## src/rtl/col_ctrl_pkg.sv

```systemverilog
// Shared definitions for the ReRAM column/row driver sequencers:
// operation codes, sequencer state encoding and default phase lengths.
package col_ctrl_pkg;

    localparam logic [1:0] OP_READ    = 2'b00;
    localparam logic [1:0] OP_SET     = 2'b01;
    localparam logic [1:0] OP_RESET   = 2'b10;
    localparam logic [1:0] OP_ILLEGAL = 2'b11;

    localparam int PRE_CYC_DEF  = 4;
    localparam int DEAD_CYC_DEF = 2;

    typedef enum logic [2:0] {
        ST_IDLE  = 3'd0,
        ST_PRE   = 3'd1,
        ST_DEAD1 = 3'd2,
        ST_PULSE = 3'd3,
        ST_DEAD2 = 3'd4,
        ST_DONE  = 3'd5
    } state_t;

    function automatic int max3(input int a, input int b, input int c);
        int m;
        m = (a > b) ? a : b;
        return (m > c) ? m : c;
    endfunction

endpackage

```

## src/rtl/phase_timer.sv

```systemverilog
// Loadable down-counter; `last` is high while the count sits at 1, which marks
// the final cycle of the phase that was just loaded.
module phase_timer #(
    parameter int W = 8
) (
    input  logic         clk,
    input  logic         rst_n,
    input  logic         load,
    input  logic [W-1:0] load_val,
    output logic         last
);

    logic [W-1:0] cnt;

    always_ff @(posedge clk or negedge rst_n) begin
        if (!rst_n) begin
            cnt <= '0;
        end else if (load) begin
            cnt <= load_val;
        end else if (cnt > W'(1)) begin
            cnt <= cnt - W'(1);
        end
    end

    assign last = (cnt == W'(1));

endmodule

```

## src/rtl/col_pulse_sequencer.sv

```systemverilog
// Column-driver switch sequencer: precharge, dead time, pulse, dead time, done.
// Switch enables decode from the registered state only, so at most one is ever on.
module col_pulse_sequencer
    import col_ctrl_pkg::*;
#(
    parameter int PRE_CYC  = PRE_CYC_DEF,
    parameter int DEAD_CYC = DEAD_CYC_DEF,
    parameter int PW_W     = 8
) (
`ifdef USE_POWER_PINS
    inout  wire             vccd1,
    inout  wire             vssd1,
`endif
    input  logic            wb_clk_i,
    input  logic            wb_rst_n,
    input  logic            start,
    input  logic [1:0]      op,
    input  logic [PW_W-1:0] pulse_w,
    input  logic            abort,
    output logic            SWref,
    output logic            SWc_plus,
    output logic            SWc_minus,
    output logic            busy,
    output logic            done,
    output logic            err,
    output logic            aborted,
    output logic [2:0]      dbg_state
);

    localparam int CW = max3(PW_W, $clog2(PRE_CYC + 1), $clog2(DEAD_CYC + 1));
    localparam logic [CW-1:0] PRE_LD  = CW'(PRE_CYC);
    localparam logic [CW-1:0] DEAD_LD = CW'(DEAD_CYC);

    // Request handshake: start is a level sampled on each edge while IDLE.
    // A legal request (op != 11, pulse_w != 0) is accepted on that edge and
    // op/pulse_w are captured; an illegal one yields a one-cycle err pulse.
    // While busy, start is ignored. abort acts only in PRE, DEAD1 and PULSE.
    state_t          state, next_state;
    logic [1:0]      op_q;
    logic [PW_W-1:0] pw_q;
    logic            tmr_load;
    logic [CW-1:0]   tmr_val;
    logic            tmr_last;
    logic            req_ok;
    logic            abortable;

    assign req_ok    = (op != OP_ILLEGAL) && (pulse_w != '0);
    assign abortable = (state == ST_PRE) || (state == ST_DEAD1) || (state == ST_PULSE);

    phase_timer #(.W(CW)) u_timer (
        .clk      (wb_clk_i),
        .rst_n    (wb_rst_n),
        .load     (tmr_load),
        .load_val (tmr_val),
        .last     (tmr_last)
    );

    always_ff @(posedge wb_clk_i or negedge wb_rst_n) begin
        if (!wb_rst_n) begin
            state <= ST_IDLE;
        end else begin
            state <= next_state;
        end
    end

    always_comb begin
        next_state = state;
        tmr_load   = 1'b0;
        tmr_val    = CW'(1);
        case (state)
            ST_IDLE:  if (start && req_ok) next_state = ST_PRE;
            ST_PRE:   if (abort) next_state = ST_DEAD2;
                      else if (tmr_last) next_state = ST_DEAD1;
            ST_DEAD1: if (abort) next_state = ST_DEAD2;
                      else if (tmr_last) next_state = ST_PULSE;
            ST_PULSE: if (abort || tmr_last) next_state = ST_DEAD2;
            ST_DEAD2: if (tmr_last) next_state = ST_DONE;
            ST_DONE:  next_state = ST_IDLE;
            default:  next_state = ST_IDLE;
        endcase
        // Every phase entry reloads the shared counter with that phase's length.
        if (next_state != state) begin
            tmr_load = 1'b1;
            case (next_state)
                ST_PRE:   tmr_val = PRE_LD;
                ST_DEAD1: tmr_val = DEAD_LD;
                ST_DEAD2: tmr_val = DEAD_LD;
                ST_PULSE: tmr_val = CW'(pw_q);
                default:  tmr_val = CW'(1);
            endcase
        end
    end

    always_ff @(posedge wb_clk_i or negedge wb_rst_n) begin
        if (!wb_rst_n) begin
            op_q    <= OP_READ;
            pw_q    <= '0;
            err     <= 1'b0;
            aborted <= 1'b0;
        end else begin
            err <= (state == ST_IDLE) && start && !req_ok;
            if ((state == ST_IDLE) && start && req_ok) begin
                op_q    <= op;
                pw_q    <= pulse_w;
                aborted <= 1'b0;
            end else if (abort && abortable) begin
                aborted <= 1'b1;
            end
        end
    end

    assign SWref     = (state == ST_PRE) || ((state == ST_PULSE) && (op_q == OP_READ));
    assign SWc_plus  = (state == ST_PULSE) && (op_q == OP_SET);
    assign SWc_minus = (state == ST_PULSE) && (op_q == OP_RESET);
    assign busy      = (state != ST_IDLE);
    assign done      = (state == ST_DONE);
    assign dbg_state = state;

endmodule

```

## config.mk

```make
export PLATFORM = sky130hd
export DESIGN_NAME = col_pulse_sequencer
export DESIGN_NICKNAME = d
export VERILOG_FILES = /design/src/rtl/col_ctrl_pkg.sv /design/src/rtl/phase_timer.sv /design/src/rtl/col_pulse_sequencer.sv
export SDC_FILE = /design/constraint.sdc
export NUM_CORES = 1
export LEC_CHECK = 0
export BUFFER_PORTS_ARGS = -buffer_cell sky130_fd_sc_hd__clkbuf_2
export CAP_MARGIN = 20
export CORE_MARGIN = 2
export CORE_UTILIZATION = 58
export CTS_BUF_LIST = sky130_fd_sc_hd__clkbuf_4
export CTS_CLUSTER_DIAMETER = 60
export CTS_CLUSTER_SIZE = 30
export DETAILED_ROUTE_END_ITERATION = 10
export MAX_ROUTING_LAYER = met4
export PLACE_DENSITY = 0.9
export SYNTH_ARGS = -nofsm -noshare
export SYNTH_HDL_FRONTEND = slang
export SYNTH_HIERARCHICAL = 1
export SYNTH_SLANG_ARGS = --single-unit
export TNS_END_PERCENT = 5
```

## constraint.sdc

```tcl
create_clock -name wb_clk_i -period 3.45 [get_ports wb_clk_i]
set_input_delay 0.69 -clock wb_clk_i [delete_from_list [all_inputs] [get_ports wb_clk_i]]
set_output_delay 0.69 -clock wb_clk_i [all_outputs]
set_load 0.01 [all_outputs]
```

==> impl_metrics.xml <==
<?xml version="1.0" encoding="UTF-8"?>
<metrics>
  <group name="run_status">
    <metric name="result_of_the_run" unit="">finished clean</metric>
  </group>
  <group name="cts">
    <metric name="cts.hold.buffers_added" unit="">0</metric>
    <metric name="clk_root_buffer_cell" unit="">sky130_fd_sc_hd__clkbuf_4</metric>
    <metric name="tritoncts_clock_tree" unit="">done</metric>
    <metric name="clkLatencyLatePin" unit="ps">310</metric>
    <metric name="max-clock-path-buffers" unit="">2</metric>
    <metric name="postCtsSetupRepairBufs" unit="">0</metric>
    <metric name="cts.htree.levels" unit="">1</metric>
    <metric name="cts_resized" unit="">0</metric>
    <metric name="clock_sinks" unit="">23</metric>
    <metric name="clk_pin_slew" unit="ps">120</metric>
    <metric name="cts_buffers" unit="">3</metric>
  </group>
  <group name="timing">
    <metric name="worst_max_slew_margin_expressed_relative_to_the_limit" unit="">0.434</metric>
    <metric name="holdWs" unit="ps">357</metric>
    <metric name="timing.final.crit_share" unit="">0.827</metric>
    <metric name="max_slew.worst_pin.slew" unit="ps">848</metric>
    <metric name="fin_crit" unit="ps">2850</metric>
    <metric name="fin_skew" unit="ps">2.64</metric>
    <metric name="timing.final.hold_violations" unit="">0</metric>
    <metric name="report.final.setup_viol" unit="">0</metric>
    <metric name="final_worst_setup_slack" unit="ps">597</metric>
    <metric name="max_freq" unit="MHz">351</metric>
    <metric name="slew_viol_final" unit="">0</metric>
    <metric name="setup_tns" unit="ps">0</metric>
    <metric name="grt_setup_unrepaired" unit="">false</metric>
  </group>
  <group name="die">
    <metric name="design.die.area" unit="µm²">2990</metric>
    <metric name="fp.dieW" unit="µm">54.7</metric>
    <metric name="core" unit="µm²">2450</metric>
    <metric name="chipHeight" unit="µm">54.7</metric>
    <metric name="top_level_ports" unit="">24</metric>
    <metric name="placementRows" unit="">18</metric>
    <metric name="initial_standard_cell_utilization_of_the_core" unit="">0.607</metric>
  </group>
  <group name="final_layout">
    <metric name="synthToLayoutAreaGrowth" unit="%">8.24</metric>
    <metric name="drive_above_1_share" unit="">0.254</metric>
    <metric name="stdcell_count" unit="">203</metric>
    <metric name="diodes" unit="">0</metric>
    <metric name="postLayoutCoreUtil" unit="">0.656</metric>
    <metric name="layout.nets" unit="">190</metric>
  </group>
  <group name="route">
    <metric name="drt-total-wl" unit="mm">3.10</metric>
    <metric name="drt_first_iter_violations" unit="">48</metric>
    <metric name="drt-vias-per-instance" unit="">6.24</metric>
    <metric name="met1_length" unit="mm">1.38</metric>
    <metric name="top_layer_used" unit="">met4</metric>
    <metric name="drtAntennaViolNets" unit="">0</metric>
    <metric name="vias_after_detailed_routing" unit="">1266</metric>
    <metric name="met3WireLength" unit="µm">172</metric>
    <metric name="drc" unit="">0</metric>
    <metric name="routed-wl-met2" unit="mm">1.49</metric>
    <metric name="drt_pre_antenna_iters" unit="">5</metric>
    <metric name="post_drt_wl_per_cell" unit="µm">15.3</metric>
  </group>
  <group name="place">
    <metric name="placement.io_buffers" unit="">23</metric>
    <metric name="dp.cells" unit="">199</metric>
    <metric name="pre_cts_ws" unit="ps">628</metric>
    <metric name="gpl.final_weighted_congestion" unit="">0.885</metric>
    <metric name="post-dp-hpwl" unit="mm">2.33</metric>
  </group>
  <group name="global_routing">
    <metric name="global_route_wire_length_before_repair" unit="mm">5.33</metric>
    <metric name="grt_max_degree" unit="">24</metric>
    <metric name="global_router_s_overall_resource_usage" unit="">0.254</metric>
    <metric name="grt_antenna_before_repair" unit="">0</metric>
    <metric name="sum_of_overflow_across_all_layers_after_global_routing" unit="">0</metric>
    <metric name="grt_pass1_vias" unit="">1190</metric>
  </group>
  <group name="worst_setup_path">
    <metric name="worstSetupStartpointType" unit="">flop</metric>
    <metric name="crit_type" unit="">reg2reg</metric>
    <metric name="critPathArrivalTime" unit="ps">3080</metric>
    <metric name="critical_path_peak_fanout" unit="">14</metric>
    <metric name="endpoint_kind" unit="">flop</metric>
    <metric name="critPathRequiredTime" unit="ps">3680</metric>
    <metric name="slack_of_the_worst_reg_to_reg_path" unit="ps">600</metric>
  </group>
  <group name="synth">
    <metric name="yosys.cell_types.count" unit="">48</metric>
    <metric name="netlist.area_leader.share" unit="">0.387</metric>
    <metric name="synth.cell_area" unit="µm²">1490</metric>
    <metric name="count_of_synthesis_stage_warnings_from_yosys" unit="">6</metric>
    <metric name="cell_types_with_the_highest_counts_after_synthesis" unit="">23 x sky130_fd_sc_hd__dfrtp_1, 14 x sky130_fd_sc_hd__nor2_1, 9 x sky130_fd_sc_hd__nand2_1</metric>
    <metric name="synthTopCellsByArea" unit="">sky130_fd_sc_hd__dfrtp_1 39%, sky130_fd_sc_hd__mux2_2 6.1%, sky130_fd_sc_hd__nor2_1 3.5%, sky130_fd_sc_hd__buf_6 3.0%, sky130_fd_sc_hd__nor4_1 2.9%</metric>
    <metric name="postSynth.topFlopCell" unit="">sky130_fd_sc_hd__dfrtp_1</metric>
    <metric name="seq_area_frac_synth" unit="">0.387</metric>
    <metric name="synth-edff-count" unit="">0</metric>
    <metric name="ys_seq_elements" unit="">23</metric>
    <metric name="syn_nets" unit="">172</metric>
    <metric name="avgSynthCellArea" unit="µm²">9.54</metric>
    <metric name="synth.most_common_cell" unit="">sky130_fd_sc_hd__dfrtp_1</metric>
    <metric name="post_synth_inst_count" unit="">156</metric>
    <metric name="async_flop_share" unit="">1.00</metric>
    <metric name="yosysTopAreaCell" unit="">sky130_fd_sc_hd__dfrtp_1</metric>
  </group>
  <group name="flow_run">
    <metric name="maxCapViolCount" unit="">0</metric>
  </group>
  <group name="power">
    <metric name="p_per_area" unit="nW/µm²">851</metric>
    <metric name="leakage" unit="nW">0.690</metric>
    <metric name="ir_drop" unit="mV">0.522</metric>
  </group>
  <group name="worst_hold_path">
    <metric name="hold_class" unit="">in2async</metric>
  </group>
</metrics>
[metal layers]
layer	vias up	track usage
met5	-	-
met4	0	0.0708
li1	603	-
met2	55	0.397
met3	11	0.0464
met1	597	0.336
[kinds of logic (layout without fill, tap and decap cells)]
group	count (synthesis)	count (layout)	synth area share
DFF	23	23	0.387
xor gates and xnor gates	4	4	0.0235
adders and majority gates	2	2	0.0168
muxes	8	8	0.0605
buffers and inverters	17	34	0.0655
AOI/OAI and AO/OA	39	39	0.204
and+or+nand+nor	63	63	0.243
[power by group]
group / internal [mW] / switching [mW] / total (mW)
registers: 0.395 / 0.137 / 0.532
logic: 0.335 / 0.372 / 0.707
clock network: 0.0530 / 0.0788 / 0.132
[critical path, stage by stage, from the launching register on]
cell and delay (ps):
sky130_fd_sc_hd__dfrtp_1 490, sky130_fd_sc_hd__nor4_1 360, sky130_fd_sc_hd__and3_1 400, sky130_fd_sc_hd__nor3_1 140
sky130_fd_sc_hd__o21bai_1 710, sky130_fd_sc_hd__inv_1 320, sky130_fd_sc_hd__o21a_1 190, sky130_fd_sc_hd__a2bb2oi_1 160
[placed cells by master, fill, tap and decap left out, types with 2 or more instances in the layout]
| cell type | instances |
|---|---|
| sky130_fd_sc_hd__dfrtp_1 | 23 |
| sky130_fd_sc_hd__clkbuf_2 | 23 |
| sky130_fd_sc_hd__nor2_1 | 14 |
| sky130_fd_sc_hd__nand2_1 | 9 |
| sky130_fd_sc_hd__mux2_2 | 8 |
| sky130_fd_sc_hd__nor4_1 | 7 |
| sky130_fd_sc_hd__and2_1 | 6 |
| sky130_fd_sc_hd__nand2b_1 | 5 |
| sky130_fd_sc_hd__a21oi_1 | 5 |
| sky130_fd_sc_hd__nor3_1 | 4 |
| sky130_fd_sc_hd__o21ai_0 | 4 |
| sky130_fd_sc_hd__o21a_1 | 4 |
| sky130_fd_sc_hd__nor3b_1 | 4 |
| sky130_fd_sc_hd__clkbuf_4 | 4 |
| sky130_fd_sc_hd__inv_1 | 4 |
| sky130_fd_sc_hd__xnor2_1 | 3 |
| sky130_fd_sc_hd__a2bb2oi_1 | 3 |
| sky130_fd_sc_hd__buf_4 | 3 |
| sky130_fd_sc_hd__o31ai_1 | 3 |
| sky130_fd_sc_hd__or3_1 | 2 |
| sky130_fd_sc_hd__a21o_1 | 2 |
| sky130_fd_sc_hd__a22oi_1 | 2 |
| sky130_fd_sc_hd__o22ai_1 | 2 |
| sky130_fd_sc_hd__a211oi_1 | 2 |
| sky130_fd_sc_hd__o31a_1 | 2 |
| sky130_fd_sc_hd__o211ai_1 | 2 |
| sky130_fd_sc_hd__ha_1 | 2 |
[final cells by class]
type                            instances  area (µm²)
Fill cell                             185         843
Multi-Input combinational cell        116         816
Sequential cell                        23         576
Timing Repair Buffer                   26         138
Tap cell                               30        37.5
Clock buffer                            4        30.0
Inverter                                4        15.0
[state kept, by name (all words and copies together), names as in the netlist]
name / flops
pw_q: 8
op_q: 2
dbg_state: 3
err: 1
u_timer/cnt: 8
aborted: 1
[through the flow]
step | total power, mW | instance area [µm²]
finish | 1.37 | 1610
global route | 1.48 | 1610
CTS | 1.37 | 1610
detailed placement | 1.24 | 1580
global placement | 1.20 | 1580
floorplan | 1.10 | 1490
[final timing paths]
| check | from | to | cells past startpoint |
|---|---|---|---|
| setup reg to reg | u_timer/cnt[4] | u_timer/cnt[2] | 7 |
| max in group asynchronous | wb_rst_n | pw_q[6] | 1 |
| setup / recovery | u_timer/cnt[4] | u_timer/cnt[2] | 7 |
| min in group wb_clk_i | pw_q[1] | pw_q[1] | 1 |
| hold / removal | wb_rst_n | u_timer/cnt[2] | 1 |
| hold reg to reg | pw_q[1] | pw_q[1] | 1 |
Note: power is estimated with default switching activity, not from simulation.
